===== src/rtl/pipe_pkg.sv =====
// rtl/pipe_pkg.sv - shared state encoding, default widths and payload sizing for pipe_stage_skid
package pipe_pkg;

    // Occupancy-encoded states: the encoding doubles as the occupancy count
    typedef enum logic [1:0] {
        ST_EMPTY = 2'd0,
        ST_ONE   = 2'd1,
        ST_FULL  = 2'd2
    } state_t;

    localparam int DEF_WB_W   = 2;
    localparam int DEF_M_W    = 2;
    localparam int DEF_DATA_W = 32;
    localparam int DEF_REG_W  = 5;
    localparam int DEF_CNT_W  = 16;

    // Packed payload layout, MSB to LSB: wb, m, alu, wdata, wreg
    function automatic int payload_w(input int wb_w, input int m_w,
                                     input int data_w, input int reg_w);
        return wb_w + m_w + 2 * data_w + reg_w;
    endfunction

endpackage


===== src/rtl/stage_payload_reg.sv =====
// rtl/stage_payload_reg.sv - load-enabled payload register with asynchronous active-low clear
module stage_payload_reg #(
    parameter int W = 8
) (
    input  logic         clk,
    input  logic         rst,
    input  logic         load,
    input  logic [W-1:0] d,
    output logic [W-1:0] q
);

    // Capture the payload only when the stage decides to load this slot
    always_ff @(posedge clk or negedge rst) begin
        if (!rst) begin
            q <= '0;
        end else if (load) begin
            q <= d;
        end
    end

endmodule


===== src/rtl/pipe_stage_skid.sv =====
// rtl/pipe_stage_skid.sv - valid/ready pipeline register with optional skid slot, flush and stall counter
module pipe_stage_skid
    import pipe_pkg::*;
#(
    parameter int WB_W   = DEF_WB_W,
    parameter int M_W    = DEF_M_W,
    parameter int DATA_W = DEF_DATA_W,
    parameter int REG_W  = DEF_REG_W,
    parameter bit SKID   = 1'b1,
    parameter int CNT_W  = DEF_CNT_W
) (
    input  logic              clk,
    input  logic              rst,
    input  logic              flush,
    input  logic              in_valid,
    output logic              in_ready,
    input  logic [WB_W-1:0]   in_wb,
    input  logic [M_W-1:0]    in_m,
    input  logic [DATA_W-1:0] in_alu,
    input  logic [DATA_W-1:0] in_wdata,
    input  logic [REG_W-1:0]  in_wreg,
    output logic              out_valid,
    input  logic              out_ready,
    output logic [WB_W-1:0]   out_wb,
    output logic [M_W-1:0]    out_m,
    output logic [DATA_W-1:0] out_alu,
    output logic [DATA_W-1:0] out_wdata,
    output logic [REG_W-1:0]  out_wreg,
    output logic [1:0]        occupancy,
    output logic [CNT_W-1:0]  stall_cnt
);

    localparam int PW        = payload_w(WB_W, M_W, DATA_W, REG_W);
    localparam int OFF_WREG  = 0;
    localparam int OFF_WDATA = OFF_WREG + REG_W;
    localparam int OFF_ALU   = OFF_WDATA + DATA_W;
    localparam int OFF_M     = OFF_ALU + DATA_W;
    localparam int OFF_WB    = OFF_M + M_W;

    state_t          state;
    state_t          state_next;
    logic            main_valid;
    logic            in_fire;
    logic            out_fire;
    logic            main_load;
    logic            skid_load;
    logic            main_from_skid;
    logic [PW-1:0]   in_payload;
    logic [PW-1:0]   main_d;
    logic [PW-1:0]   main_q;
    logic [PW-1:0]   skid_q;

    assign in_payload = {in_wb, in_m, in_alu, in_wdata, in_wreg};
    assign main_valid = (state != ST_EMPTY);
    assign in_fire    = in_valid & in_ready;
    assign out_fire   = main_valid & out_ready;

    // Advance the occupancy state on each clock; reset drops every held entry
    always_ff @(posedge clk or negedge rst) begin
        if (!rst) begin
            state <= ST_EMPTY;
        end else begin
            state <= state_next;
        end
    end

    // Decide the next state and which slot captures what; flush overrides all
    always_comb begin
        state_next     = state;
        main_load      = 1'b0;
        skid_load      = 1'b0;
        main_from_skid = 1'b0;
        case (state)
            ST_EMPTY: begin
                if (in_fire) begin
                    main_load  = 1'b1;
                    state_next = ST_ONE;
                end
            end
            ST_ONE: begin
                if (in_fire && out_fire) begin
                    main_load = 1'b1;
                end else if (in_fire && SKID) begin
                    skid_load  = 1'b1;
                    state_next = ST_FULL;
                end else if (out_fire) begin
                    state_next = ST_EMPTY;
                end
            end
            ST_FULL: begin
                if (out_fire) begin
                    main_load      = 1'b1;
                    main_from_skid = 1'b1;
                    state_next     = ST_ONE;
                end
            end
            default: begin
                state_next = ST_EMPTY;
            end
        endcase
        if (flush) begin
            state_next     = ST_EMPTY;
            main_load      = 1'b0;
            skid_load      = 1'b0;
            main_from_skid = 1'b0;
        end
    end

    assign main_d = main_from_skid ? skid_q : in_payload;

    stage_payload_reg #(.W(PW)) u_main_reg (
        .clk  (clk),
        .rst  (rst),
        .load (main_load),
        .d    (main_d),
        .q    (main_q)
    );

    generate
        if (SKID) begin : g_skid
            logic in_ready_q;

            stage_payload_reg #(.W(PW)) u_skid_reg (
                .clk  (clk),
                .rst  (rst),
                .load (skid_load),
                .d    (in_payload),
                .q    (skid_q)
            );

            // Registered ready: low exactly while both slots will be occupied
            always_ff @(posedge clk or negedge rst) begin
                if (!rst) begin
                    in_ready_q <= 1'b1;
                end else begin
                    in_ready_q <= (state_next != ST_FULL);
                end
            end

            assign in_ready = in_ready_q;
        end else begin : g_noskid
            assign skid_q   = '0;
            assign in_ready = !main_valid | out_ready;
        end
    endgenerate

    // Count cycles where upstream is blocked, saturating instead of wrapping
    always_ff @(posedge clk or negedge rst) begin
        if (!rst) begin
            stall_cnt <= '0;
        end else if (in_valid && !in_ready && (stall_cnt != {CNT_W{1'b1}})) begin
            stall_cnt <= stall_cnt + {{(CNT_W-1){1'b0}}, 1'b1};
        end
    end

    assign out_valid = main_valid;
    assign occupancy = state;
    // Control fields are masked on bubbles so nothing downstream acts on stale payload
    assign out_wb    = main_valid ? main_q[OFF_WB +: WB_W] : '0;
    assign out_m     = main_valid ? main_q[OFF_M +: M_W]   : '0;
    assign out_alu   = main_q[OFF_ALU +: DATA_W];
    assign out_wdata = main_q[OFF_WDATA +: DATA_W];
    assign out_wreg  = main_q[OFF_WREG +: REG_W];

endmodule


===== config.mk =====
export PLATFORM = sky130hd
export DESIGN_NAME = pipe_stage_skid
export DESIGN_NICKNAME = d
export VERILOG_FILES = /design/src/rtl/pipe_pkg.sv /design/src/rtl/stage_payload_reg.sv /design/src/rtl/pipe_stage_skid.sv
export SDC_FILE = /design/constraint.sdc
export NUM_CORES = 1
export LEC_CHECK = 0
export CORE_MARGIN = 4
export CORE_UTILIZATION = 30
export CTS_CLUSTER_SIZE = 12
export DETAILED_ROUTE_END_ITERATION = 10
export PLACE_DENSITY_LB_ADDON = 0.15
export SLEW_MARGIN = 15
export SYNTH_ARGS = -nofsm -noshare
export SYNTH_HDL_FRONTEND = slang
export SYNTH_HIERARCHICAL = 1
export SYNTH_SLANG_ARGS = --single-unit

===== constraint.sdc =====
create_clock -name clk -period 2.4 [get_ports clk]
set_input_delay 0.36 -clock clk [delete_from_list [all_inputs] [get_ports clk]]
set_output_delay 0.36 -clock clk [all_outputs]
set_load 0.03 [all_outputs]

==> results of run 1 <==
[critical path, cell delays in order, from the launching register on]
cell,delay [ns]
sky130_fd_sc_hd__dfrtp_1,0.54
sky130_fd_sc_hd__nor2_2,0.11
sky130_fd_sc_hd__nor2b_1,0.13
sky130_fd_sc_hd__clkdlybuf4s50_1,0.68
[cell type report]
class	instances	area, um2	share of cell area
multi-input cells	286	3540	0.331
clock buffers	20	437	0.0408
inverters	4	15.0	0.00140
repair buffers	189	1990	0.186
flip-flops and latches	165	4130	0.386
well taps	335	419	0.0392
clock inverters	12	169	0.0158
[where the power goes]
part           internal (uW)  switching [uW]
clock network           1660            1190
logic                   1540            1110
registers               3450             416
[flip-flops by register name (all words and copies together), names as in the netlist]
| name | cells |
|---|---|
| stall_cnt | 16 |
| u_main_reg/q | 73 |
| occupancy | 2 |
| in_ready | 1 |
| g_skid.u_skid_reg/q | 73 |
[routing by layer]
metal,part of all wire,up-vias
li1,-,2075
met1,0.45,2323
met4,0.0095,0
met5,0,-
met3,0.044,8
met2,0.49,107
[stage by stage]
step	cell area [um2]	util	setup WS, ns	power [uW]	std cells
after floorplan	8030	-	0.400	5540	480
after global placement	10100	0.385	0.0431	6520	978
after detailed placement	10100	0.385	0.00444	6570	978
after CTS	10700	0.408	0.0820	9510	1011
after global routing	10700	0.408	0.0372	9810	1011
final	10700	0.408	0.169	9380	1011
[what timing repair did]
item	4_1_cts	5_1_grt
endpoints found under the setup margin	0	5
resized for setup	0	2
setup buffers	0	0
hold buffers	1	0
hold endpoints to repair	50	0
[kinds of logic (layout without fill, tap and decap cells)]
logic type                 after synthesis  after routing  synth area share
and+or+nand+nor                         42             42            0.0352
buffers and inverters                   29            225            0.0474
adders and majority gates                1              1           0.00156
muxes                                  224            224             0.380
AOI/OAI and AO/OA                        7              7           0.00764
DFF                                    165            165             0.515
xor gates and xnor gates                12             12            0.0131
[placed cells by master (no fill, tap or decap), drive strengths merged, types with 2 or more instances in the layout]
master,instances
a31oi,3
and3,4
and4,2
buf,19
bufinv,3
clkbuf,20
clkdlybuf4s50,168
clkinvlp,4
dfrtp,164
inv,8
mux2,222
mux2i,2
nand2,7
nand3,7
nand4,3
nor2,5
nor2b,5
nor3,3
xnor2,10
xor2,2
[worst max path at each step]
stage	cells after the start	to	from
2_1_floorplan	6	u_main_reg/q[70]$_DFFE_PN0P_	occupancy[1]$_DFF_PN0_
3_3_place_gp	6	u_main_reg/q[41]$_DFFE_PN0P_	out_ready
3_5_place_dp	6	u_main_reg/q[18]$_DFFE_PN0P_	out_ready
4_1_cts	3	out_wb[0]	occupancy[0]$_DFF_PN0_
5_1_grt	3	out_m[1]	occupancy[1]$_DFF_PN0_
6_report	3	out_m[0]	occupancy[0]$_DFF_PN0_
==> out/summary.txt, run 1 <==
Die Footprint - 0.0294 mm2
Register area share after synthesis - 0.515
Layout overhead on the synthesized area - 33.3%
Detail-routed via count per cell - 4.46
Headroom to the max-slew limit - 0.626
Sum of routed wire length over all layers - 18200 um
WP data arrival - 1.87 ns
Clock Sinks - 165
Cell leakage power - 0.00461 uW
Number of unique standard cell types used by synthesis - 39
HPWL after detailed placement - 12300 um
Most numerous cell in the Yosys netlist - sky130_fd_sc_hd__dfrtp_1
Origin of the critical flop-to-flop path - occupancy[0]$_DFF_PN0_
Dominant cell type by area after synthesis - sky130_fd_sc_hd__dfrtp_1
Synthesized cell area - 0.00803 mm2
Residual DRC - 0
Final weighted congestion in routability-driven placement - 0.747
Final worst hold slack - 0.484 ns
Core Box Area - 0.0262 mm2
Min Clock Period, post-route - 2.23 ns
Setup slack of the most critical reg-to-reg path - 0.40 ns
Yosys warning total - 6
H-Tree Depth - 4
Max-cap check violation count - 0
Max Clock Skew - 0.0145 ns
Dominant cells by area after synthesis - sky130_fd_sc_hd__dfrtp_1 51%, sky130_fd_sc_hd__mux2_4 27%, sky130_fd_sc_hd__mux2_2 11%
Met2 demand-to-capacity share in global routing - 0.206
Average cell area after synthesis - 16.7 um2
#FFs+latches synth - 165
Global routing usage on met3 - 0.0319
Number of iterations in the first detailed-routing pass - 4
Row cnt - 59
Most used flip-flop cell after synthesis - sky130_fd_sc_hd__dfrtp_1
Final-report max-slew violation count - 0
Effective utilization at floorplan - 0.306
CP Capture Type - output port
Synthesized instance count - 480
CTS Buffer Depth - 2
Final global-route overflow total - 0
Min-Delay Path Class - input port to async pin
Met1 routing resource usage after global routing - 0.163
Number of filler cells placed in the layout - 2401
Hold violation total from the final report - 0
Setup-failing EPs final - 0
Layout cell share with drive strength beyond 1 - 0.417
Number of antenna violations at the first check in global routing - 0
Clk_lat worst skew - 0.43 ns
Vias post-DR - 4513
Initial DRC Count - 153
Number of buffers created by CTS - 17
Net count of the finished layout - 742
Clock input transition at the sequential cells of the worst setup and hold paths - 0.07 ns
Highest fanout seen on the critical path - 6
CP Data Required Time - 2.04 ns
Global routing usage summed across all routing layers - 0.124
Commonest cells in the netlist - 164 x sky130_fd_sc_hd__dfrtp_1, 142 x sky130_fd_sc_hd__mux2_4, 80 x sky130_fd_sc_hd__mux2_2
Buffers on Ports - 170
Actual slew at the worst max-slew pin - 0.561 ns
First-pass GRT wire length - 28700 um
Largest net degree at the start of global routing - 54
Antenna viol nets, final - 0
Maximum achievable frequency - 448 MHz
Count of antenna diodes in the layout - 0
Clock Root Buffer - sky130_fd_sc_hd__clkbuf_16
Number of enable-type register cells in the synthesized netlist - 0
Number of global-route vias before repair - 5105
Period Utilization, post-route - 0.930
R2R cell count - 5
Destination of the worst register-to-register timing path - u_main_reg/q[23]$_DFFE_PN0P_
DR WL/cell - 18.0 um
Type of the setup path with the least slack - flip-flop to output port
DIE HEIGHT - 172 um
Power Density - 877 mW/mm2
Peak supply drop - 0.000438 V
Fraction of synthesized cell area taken by the top area cell type - 0.511
CP Launch Type - flip-flop
Mapped Nets - 559
Run status - finished clean
Clock tree from TritonCTS - built
Total negative slack for setup checks - 0 ns
Fraction of synthesis flops using an asynchronous set or reset pin - 1.00
Horizontal die dimension - 172 um
Most Crowded Layer GR - met2
RSZ-0062 raised after global routing - false
I/O Pins - 171
Power figures use the tool's default switching activity.
==> inputs of run 2 (changes only) <==
- GPL_TIMING_DRIVEN: unset -> 1
- MAX_ROUTING_LAYER: unset -> met4
==> out/summary.txt, run 2 (synthesis gave the netlist of run 1 again) <==
Number of antenna violations at the first check in global routing - 0 (unchanged)
Net count of the finished layout - 742 (unchanged)
CP Launch Type - flip-flop
Clock tree from TritonCTS - built
Global routing usage on met3 - 0.0287 (-0.00322)
Fin cells - 1011 (unchanged)
Number of iterations in the first detailed-routing pass - 4 (unchanged)
Setup-failing EPs final - 0 (unchanged)
Row cnt - 59 (unchanged)
I/O Pins - 171 (unchanged)
Clock Root Buffer - sky130_fd_sc_hd__clkbuf_16
Maximum achievable frequency - 448 MHz (about the same)
Residual DRC - 0 (unchanged)
Worst Setup Slack, final - 0.168 ns (-0.000353 ns)
Worst-case setup slack after placement - 0.00444 ns (unchanged)
WP data arrival - 1.87 ns (about the same)
Standard cell with the maximum stage delay on the critical path - sky130_fd_sc_hd__clkdlybuf4s50_1
Number of buffers created by CTS - 17 (unchanged)
Number of filler cells placed in the layout - 2401 (unchanged)
Final weighted congestion in routability-driven placement - 0.757 (+1.3%)
Min Clock Period, post-route - 2.23 ns (+0.000353 ns)
Highest-count cells in the layout ignoring fill and taps - 168 x sky130_fd_sc_hd__clkdlybuf4s50_1, 164 x sky130_fd_sc_hd__dfrtp_1, 142 x sky130_fd_sc_hd__mux2_4, 80 x sky130_fd_sc_hd__mux2_2, 17 x sky130_fd_sc_hd__clkbuf_16
Die Footprint - 0.0294 mm2 (unchanged)
Period Utilization, post-route - 0.930 (about the same)
Clk_lat worst skew - 0.43 ns (about the same)
Buffers on Ports - 170 (unchanged)
Placed cell count - 978 (unchanged)
Number of global-route vias before repair - 5111 (+0.12%)
Layout overhead on the synthesized area - 33.3% (unchanged)
Headroom to the max-slew limit - 0.627 (+0.000982)
Max-cap check violation count - 0 (unchanged)
Power Density - 877 mW/mm2 (about the same)
Critical Path, Cell by Cell - nor2_2 > nor2b_1 > clkdlybuf4s50_1
Cell leakage power - 0.00461 uW (unchanged)
Met2 demand-to-capacity share in global routing - 0.207 (about the same)
Detail-routed via count per cell - 4.47 (+0.13%)
Clock input transition at the sequential cells of the worst setup and hold paths - 0.07 ns (about the same)
Highest fanout seen on the critical path - 6 (unchanged)
Run status - finished clean
H-Tree Depth - 4 (unchanged)
Global routing usage summed across all routing layers - 0.128 (+0.00381)
Number of buffers and inverters on the critical path - 1 (unchanged)
DR WL/cell - 18.0 um (about the same)
Horizontal die dimension - 172 um (unchanged)
RSZ-0062 raised after global routing - false
Largest net degree at the start of global routing - 54 (unchanged)
Most Crowded Layer GR - met2
Delay contributed by the slowest stage of the critical path - 0.68 ns (about the same)
HPWL after detailed placement - 12300 um (unchanged)
CTS Buffer Depth - 2 (unchanged)
Type of the setup path with the least slack - flip-flop to output port
CP Data Required Time - 2.04 ns (about the same)
Antenna viol nets, final - 0 (unchanged)
Final-report max-slew violation count - 0 (unchanged)
Vias post-DR - 4519 (+0.13%)
Actual slew at the worst max-slew pin - 0.559 ns (-0.00147 ns)
Effective utilization at floorplan - 0.306 (unchanged)
Met1 routing resource usage after global routing - 0.165 (+0.00217)
Clock Sinks - 165 (unchanged)
Count of antenna diodes in the layout - 0 (unchanged)
First-pass GRT wire length - 28700 um (about the same)
Min-Delay Path Class - input port to async pin
Registers with the most flip-flops - g_skid.u_skid_reg/q: 73 flops, u_main_reg/q: 73 flops, stall_cnt: 16 flops
Max Clock Skew - 0.0148 ns (+0.000263 ns)
Total negative slack for setup checks - 0 ns (unchanged)
Most common cell after layout, fill and taps aside - sky130_fd_sc_hd__clkdlybuf4s50_1
Sum of routed wire length over all layers - 18200 um (about the same)
CP Capture Type - output port
DIE HEIGHT - 172 um (unchanged)
Core Box Area - 0.0262 mm2 (unchanged)
Peak supply drop - 0.000438 V (about the same)
Hold violation total from the final report - 0 (unchanged)
Layout cell share with drive strength beyond 1 - 0.417 (unchanged)
Crit-path leading delay family - buffers and inverters
Initial DRC Count - 156 (+2.0%)
Final design utilization - 0.408 (unchanged)
Final global-route overflow total - 0 (unchanged)
==> run 2: cell counts in the layout (fill, tap and decap cells not counted) <==
No cell type changed its count.
==> run 2: per-layer routing <==
layer	part of all wire	wire, um
met2	0.49	8950
met3	0.039	714
met5	0	0
met4	0.0094	172
met1	0.46	8360
==> run 2: timing repair <==
action,4_1_cts,5_1_grt
resized for setup,0,2
hold endpoints to repair,50,0
hold buffers,1,0
buffers inserted,0,0
endpoints found under the setup margin,0,5
==> run 2: through the flow <==
stage                     power [uW]  hold slack [ns]  cell area [um2]
after floorplan                 5540           0.0644             8030
after global placement          6520            0.363            10100
after detailed placement        6570            0.374            10100
after CTS                       9510            0.495            10700
after global routing            9810            0.519            10700
final                           9380            0.484            10700
==> run 2: report_power, final <==
| group | internal (uW) | switching [uW] |
|---|---|---|
| Clock | 1660 | 1190 |
| Sequential | 3450 | 417 |
| Combinational | 1540 | 1110 |
==> run 2: area by class of cell <==
class	instances	area (um2)	area share
Timing Repair Buffer	189	1990	0.186
Sequential cell	165	4130	0.386
Tap cell	335	419	0.0392
Inverter	4	15.0	0.00140
Multi-Input combinational cell	286	3540	0.331
Clock inverter	12	169	0.0158
Clock buffer	20	437	0.0408
==> run 2: path summary, 6_finish.rpt <==
check	from	slack, ns	end	depth (start not counted)
max in group asynchronous	rst	1.20	g_skid.u_skid_reg/q[34]$_DFFE_PN0P_	3
min reg2reg	u_main_reg/q[71]$_DFFE_PN0P_	0.51	u_main_reg/q[71]$_DFFE_PN0P_	1
min in group clk	u_main_reg/q[71]$_DFFE_PN0P_	0.51	u_main_reg/q[71]$_DFFE_PN0P_	1
max reg2reg	occupancy[0]$_DFF_PN0_	0.40	u_main_reg/q[23]$_DFFE_PN0P_	5
max	occupancy[0]$_DFF_PN0_	0.17	out_m[0]	3
min	rst	0.48	u_main_reg/q[28]$_DFFE_PN0P_	2
==> inputs of run 3 (changes only) <==
- CTS_CLUSTER_DIAMETER: unset -> 80
- SLEW_MARGIN: 15 -> unset
==> results of run 3 <==
Same layout as run 2: the final DEF is identical, and so are final timing and power.
